`src/rtl/mips_pkg.sv`:
```
// Shared definitions for the multicycle MIPS front end: FSM encoding, instruction
// field positions and the latched memory request record.
package mips_pkg;
  localparam logic [1:0] ST_IDLE = 2'd0;
  localparam logic [1:0] ST_WAIT = 2'd1;
  localparam logic [1:0] ST_ERR  = 2'd2;

  localparam int OPC_MSB   = 31;
  localparam int OPC_LSB   = 26;
  localparam int FUNCT_MSB = 5;
  localparam int FUNCT_LSB = 0;

  localparam logic [31:0] RESET_PC_DEF = 32'h0040_0000;

  typedef struct packed {
    logic [31:0] addr;
    logic [31:0] wdata;
    logic        write;
    logic        ir_write;
    logic        pc_write;
    logic [31:0] pc_next;
  } mem_req_t;

  function automatic logic is_word_aligned(input logic [31:0] a);
    return a[1:0] == 2'b00;
  endfunction
endpackage

```
`src/rtl/mips_ir_field_split.sv`:
```
// Pure combinational decode of an instruction word into its R/I/J-format fields.
module mips_ir_field_split
  import mips_pkg::*;
(
  input  logic [31:0] i_instr,
  output logic [5:0]  o_opcode,
  output logic [4:0]  o_rs,
  output logic [4:0]  o_rt,
  output logic [4:0]  o_rd,
  output logic [4:0]  o_shamt,
  output logic [5:0]  o_funct,
  output logic [15:0] o_imm16,
  output logic [25:0] o_target26
);
  assign o_opcode   = i_instr[OPC_MSB:OPC_LSB];
  assign o_rs       = i_instr[25:21];
  assign o_rt       = i_instr[20:16];
  assign o_rd       = i_instr[15:11];
  assign o_shamt    = i_instr[10:6];
  assign o_funct    = i_instr[FUNCT_MSB:FUNCT_LSB];
  assign o_imm16    = i_instr[15:0];
  assign o_target26 = i_instr[25:0];
endmodule

```
`src/rtl/mips_mem_fetch_if.sv`:
```
// PC/IR/MDR holder and single memory port for the multicycle MIPS core; stalls the
// controller while memory is busy and traps misaligned or timed-out accesses.
module mips_mem_fetch_if
  import mips_pkg::*;
#(
  parameter logic [31:0] RESET_PC = RESET_PC_DEF,
  parameter int          MAX_WAIT = 15,
  parameter int          WAIT_W   = 8
) (
  input  logic        clk,
  input  logic        rst,
  input  logic        i_mem_access,
  input  logic        i_ior_d,
  input  logic        i_mem_write,
  input  logic        i_ir_write,
  input  logic        i_pc_write,
  input  logic [31:0] i_pc_next,
  input  logic [31:0] i_alu_out,
  input  logic [31:0] i_write_data,
  input  logic [31:0] i_mem_rdata,
  input  logic        i_mem_ready,
  output logic [31:0] o_mem_addr,
  output logic [31:0] o_mem_wdata,
  output logic        o_mem_rd_en,
  output logic        o_mem_wr_en,
  output logic [31:0] o_pc,
  output logic [31:0] o_instr,
  output logic [5:0]  o_opcode,
  output logic [5:0]  o_funct,
  output logic [31:0] o_mdr,
  output logic        o_stall,
  output logic        o_err_misalign,
  output logic        o_err_timeout
);
  logic [1:0]        r_state;
  mem_req_t          r_req;
  logic [WAIT_W-1:0] r_cnt;
  logic [31:0]       r_pc, r_instr, r_mdr;
  logic              r_err_mis, r_err_to;

  logic [31:0] w_addr;
  logic        w_aligned, w_idle, w_wait, w_err;
  logic        w_idle_req, w_req_act, w_done, w_timeout;
  mem_req_t    w_live, w_cur;

  assign w_idle     = (r_state == ST_IDLE);
  assign w_wait     = (r_state == ST_WAIT);
  assign w_err      = (r_state == ST_ERR);
  assign w_addr     = i_ior_d ? i_alu_out : r_pc;
  assign w_aligned  = is_word_aligned(w_addr);
  assign w_idle_req = w_idle & i_mem_access & w_aligned;
  assign w_req_act  = w_idle_req | w_wait;
  assign w_done     = w_req_act & i_mem_ready;
  assign w_timeout  = w_wait & ~i_mem_ready & (r_cnt == WAIT_W'(MAX_WAIT - 1));

  assign w_live = '{addr: w_addr, wdata: i_write_data, write: i_mem_write,
                    ir_write: i_ir_write, pc_write: i_pc_write, pc_next: i_pc_next};
  // Once waiting, the port and the deferred register writes come only from the latch.
  assign w_cur  = w_wait ? r_req : w_live;

  assign o_mem_addr  = w_req_act ? w_cur.addr : '0;
  assign o_mem_wdata = w_req_act ? w_cur.wdata : '0;
  assign o_mem_rd_en = w_req_act & ~w_cur.write;
  assign o_mem_wr_en = w_req_act & w_cur.write;
  assign o_stall     = (w_idle_req & ~i_mem_ready) | (w_wait & ~i_mem_ready) | w_err;

  always_ff @(posedge clk or posedge rst) begin
    if (rst) begin
      r_state   <= ST_IDLE;
      r_req     <= '0;
      r_cnt     <= '0;
      r_err_mis <= 1'b0;
      r_err_to  <= 1'b0;
    end else begin
      case (r_state)
        ST_IDLE: begin
          if (i_mem_access) begin
            if (!w_aligned) begin
              r_err_mis <= 1'b1;
              r_state   <= ST_ERR;
            end else if (!i_mem_ready) begin
              r_req   <= w_live;
              r_cnt   <= '0;
              r_state <= ST_WAIT;
            end
          end
        end
        ST_WAIT: begin
          if (i_mem_ready) begin
            r_state <= ST_IDLE;
            r_cnt   <= '0;
          end else if (w_timeout) begin
            r_err_to <= 1'b1;
            r_state  <= ST_ERR;
            r_cnt    <= '0;
          end else begin
            r_cnt <= r_cnt + WAIT_W'(1);
          end
        end
        default: r_state <= ST_ERR;
      endcase
    end
  end

  always_ff @(posedge clk or posedge rst) begin
    if (rst) begin
      r_pc    <= RESET_PC;
      r_instr <= '0;
      r_mdr   <= '0;
    end else if (w_done) begin
      if (!w_cur.write) begin
        r_mdr <= i_mem_rdata;
        if (w_cur.ir_write) r_instr <= i_mem_rdata;
      end
      if (w_cur.pc_write) r_pc <= w_cur.pc_next;
    end else if (w_idle & ~i_mem_access & i_pc_write) begin
      r_pc <= i_pc_next;
    end
  end

  logic [4:0]  w_unused_rs, w_unused_rt, w_unused_rd, w_unused_shamt;
  logic [15:0] w_unused_imm16;
  logic [25:0] w_unused_target26;

  mips_ir_field_split u_split (
    .i_instr    (r_instr),
    .o_opcode   (o_opcode),
    .o_rs       (w_unused_rs),
    .o_rt       (w_unused_rt),
    .o_rd       (w_unused_rd),
    .o_shamt    (w_unused_shamt),
    .o_funct    (o_funct),
    .o_imm16    (w_unused_imm16),
    .o_target26 (w_unused_target26)
  );

  assign o_pc           = r_pc;
  assign o_instr        = r_instr;
  assign o_mdr          = r_mdr;
  assign o_err_misalign = r_err_mis;
  assign o_err_timeout  = r_err_to;
endmodule

```
`config.mk`:
```
export PLATFORM = sky130hd
export DESIGN_NAME = mips_mem_fetch_if
export DESIGN_NICKNAME = d
export VERILOG_FILES = /design/src/rtl/mips_pkg.sv /design/src/rtl/mips_ir_field_split.sv /design/src/rtl/mips_mem_fetch_if.sv
export SDC_FILE = /design/constraint.sdc
export NUM_CORES = 1
export LEC_CHECK = 0
export BUFFER_PORTS_ARGS = -buffer_cell sky130_fd_sc_hd__buf_4
export CORE_MARGIN = 1
export CORE_UTILIZATION = 55
export CTS_CLUSTER_SIZE = 28
export DETAILED_ROUTE_END_ITERATION = 8
export GPL_TIMING_DRIVEN = 1
export PLACE_DENSITY = 0.86
export RECOVER_POWER = 100
export SLEW_MARGIN = 30
export SYNTH_ARGS = -nofsm -noshare
export SYNTH_HDL_FRONTEND = slang
export SYNTH_SLANG_ARGS = --single-unit
```
`constraint.sdc`:
```
create_clock -name clk -period 17.55 [get_ports clk]
set_input_delay 1.755 -clock clk [delete_from_list [all_inputs] [get_ports clk]]
set_output_delay 1.755 -clock clk [all_outputs]
set_load 0.01 [all_outputs]
```
==> metrics.txt <==
final WL=22500 um; ys flop type=dfrtp_1; cell count along the critical path=3; setup TNS=0 ns; Ys Warns=0; mean routed wirelength per cell=between 15 and 20 um; total number of H-tree levels=1; CP bufs+invs=3; diode count=0; Peak Freq=121 MHz; RSZ-0062 raised after global routing=false; CP Max Fanout=~130; Leak Pwr=a little under 6 nW; Starting Density=0.564; commonest cells in the netlist=dfrtp_1, mux2_2, mux2_1; Yosys reg bits=just over 200; final setup fails=0; Layout area overhead=24.7%; reg2reg path depth=4; clock skew=0.00764 ns; FILL cells=1310; first-pass GRT wire length=roughly 36000 um; sequential area share after synthesis=0.554; Die W=132 um; vias per cell=~5.5; # DRC=0; worst min path class=reg -> reg; total global-route track usage=0.255; vias in the first global route=6941; R2R Setup Slk=about 13 ns; synth unique cells=48; DRT iter0 DRCs=232; Clock Pin Slew Worst Setup and Hold Paths=0.06 ns; Peak VDD IR=between 50 and 60 uV; most common cell in the netlist=dfrtp_1; DRT Pass-1 Iters=4; Avg Inst Size Synth=13.1 um2; CP Cell Sequence=clkbuf_4 -> clkinvlp_2 -> clkbuf_1; row count=47; violated checks=max-capacitance violations, max-slew violations; syn_nets=around 860; CP max stage cell=clkbuf_1; hold-fix buffer count after cts=0; CTS tree=yes; min Tclk post-route=8.26 ns; DIE HEIGHT=132 um; RD Place Congestion=0.799; Post-CTS Setup Repair Bufs=0; Root Driver=clkbuf_16; Worst Setup Start Kind=input pin; arrival time at the worst endpoint=7.93 ns; P per Cell Area=84.6 nW/um2; largest net degree at the start of global routing=roughly 130; GRT overflow=0; count of cells resized by post-cts repair=0; Max-slew headroom=-2.62; Hold Path Stages=1; area of the multi-input gates=3790 um2; ANT nets after route=0; Num CTS Buffers=21; routed via count=6803; worst skew pair latency=0.49 ns; max incr delay on CP=3.01 ns; Synth Instances=717; outcome=finished with violations; CP endpoint kind=async pin; cell accounting for the most synthesized area=dfrtp_1; Least-Margin Pin Slew=5.40 ns; period utilization=0.471; Core Box Area=16600 um2; Required @ worst endpoint=17.22 ns; register area=5180 um2; Final Max Tran Viols=approximately 490; total power=just under 1 mW; initial antenna violation count=0; Async SR Flop Fraction=1.00; io pins=between 300 and 400; Max-Cap Viols=8; CP top delay family=buffers and inverters; Port Buf Inserts=312; Area contributors post-synth=dfrtp_1, mux2_2, mux2_1; Cell Area, Synth=9360 um2; Worst Hold Slack=0.463 ns; Hold Vio Cnt, Final=0; die area=around 18000 um2; clock sink count=207; Total Nets Final=1139; crit path kind=in -> async; Clock Tree Buf Depth=3; post-DP HPWL=around 15000 um; Post-synth EDFFs=0; share of post-route cells with drive strength above 1=0.327; Synth top area share=0.551
==> metrics by stage <==
stage	std cells	cell area [um2]	utilization	setup slack [ns]
2_1_floorplan	717	9360	-	10.14
3_3_place_gp	1195	11700	0.707	11.80
3_5_place_dp	1197	11800	0.709	11.60
4_1_cts	1235	12400	0.750	11.58
5_1_grt	1236	11700	0.704	7.52
6_report	1236	11700	0.704	9.29
==> where the power goes <==
group / internal, mW / switching [mW]
Combinational: 0.0334 / 0.0281
Clock: 0.254 / 0.178
Sequential: 0.488 / 0.00623
==> cells in the final DEF, fill, tap and decap left out, types with 2 or more instances in the layout <==
cell	n
dfrtp_1	206
clkbuf_1	190
mux2_2	157
buf_4	137
mux2_1	40
nor2_1	35
a22o_1	35
nand2_1	34
o21ai_0	32
a21oi_1	31
mux2i_1	30
clkbuf_16	21
nor2b_1	4
inv_1	4
and2_1	4
clkbuf_8	4
o211ai_1	3
nor3_1	3
nand3_1	3
clkinvlp_4	3
nand2b_1	2
or3b_1	2
or3_1	2
a211oi_1	2
nor3b_1	2
a221o_1	2
or2_2	2
a21o_1	2
ha_1	2
clkbuf_4	2
==> worst register-to-register path: cells and delay by family, from the launching register on <==
kind                   cells  cell delay [ns]
AO/OA/AOI/OAI              1             0.33
buffers and inverters      1             2.78
flip-flops                 1             0.47
multiplexers               1             0.67
AND/OR/NAND/NOR            1             0.47
==> final timing paths <==
| path | start | to |
|---|---|---|
| worst max-delay path | rst | r_req[40] |
| worst min-delay path | o_err_timeout | o_err_timeout |
| worst max register to register | r_state[0] | r_req[1] |
| worst min register to register | o_err_timeout | o_err_timeout |
| max in group clk | i_ior_d | o_stall |
| min in group asynchronous | rst | o_mdr[4] |
==> kinds of logic after synthesis <==
| family | after synthesis | share of synthesized area |
|---|---|---|
| AO/OA/AOI/OAI | 116 | 0.0877 |
| buffers and inverters | 66 | 0.0384 |
| flip-flops | 207 | 0.554 |
| adder cells (fa/ha/maj) | 2 | 0.00267 |
| AND/OR/NAND/NOR | 97 | 0.0468 |
| multiplexers | 227 | 0.269 |
| XOR/XNOR | 2 | 0.00187 |
==> cell type report <==
cell class                      count  area share
Clock inverter                      6     0.00568
Clock buffer                       32      0.0520
Inverter                            5     0.00172
Sequential cell                   207       0.444
Timing Repair Buffer              322       0.148
Tap cell                          220      0.0236
Multi-Input combinational cell    444       0.325
==> flip-flops by register name, indices dropped and copies added, names as in the netlist <==
name,flops
r_req,99
o_mdr,32
o_pc,32
o_instr,32
o_err_timeout,1
r_state,2
o_err_misalign,1
r_cnt,8
==> layer usage <==
layer	track usage	part of all wire
met1	0.318	0.41
met2	0.448	0.50
met3	0.0575	0.065
met4	0.0715	0.019
met5	0	0
(Power assumes the default switching activity.)
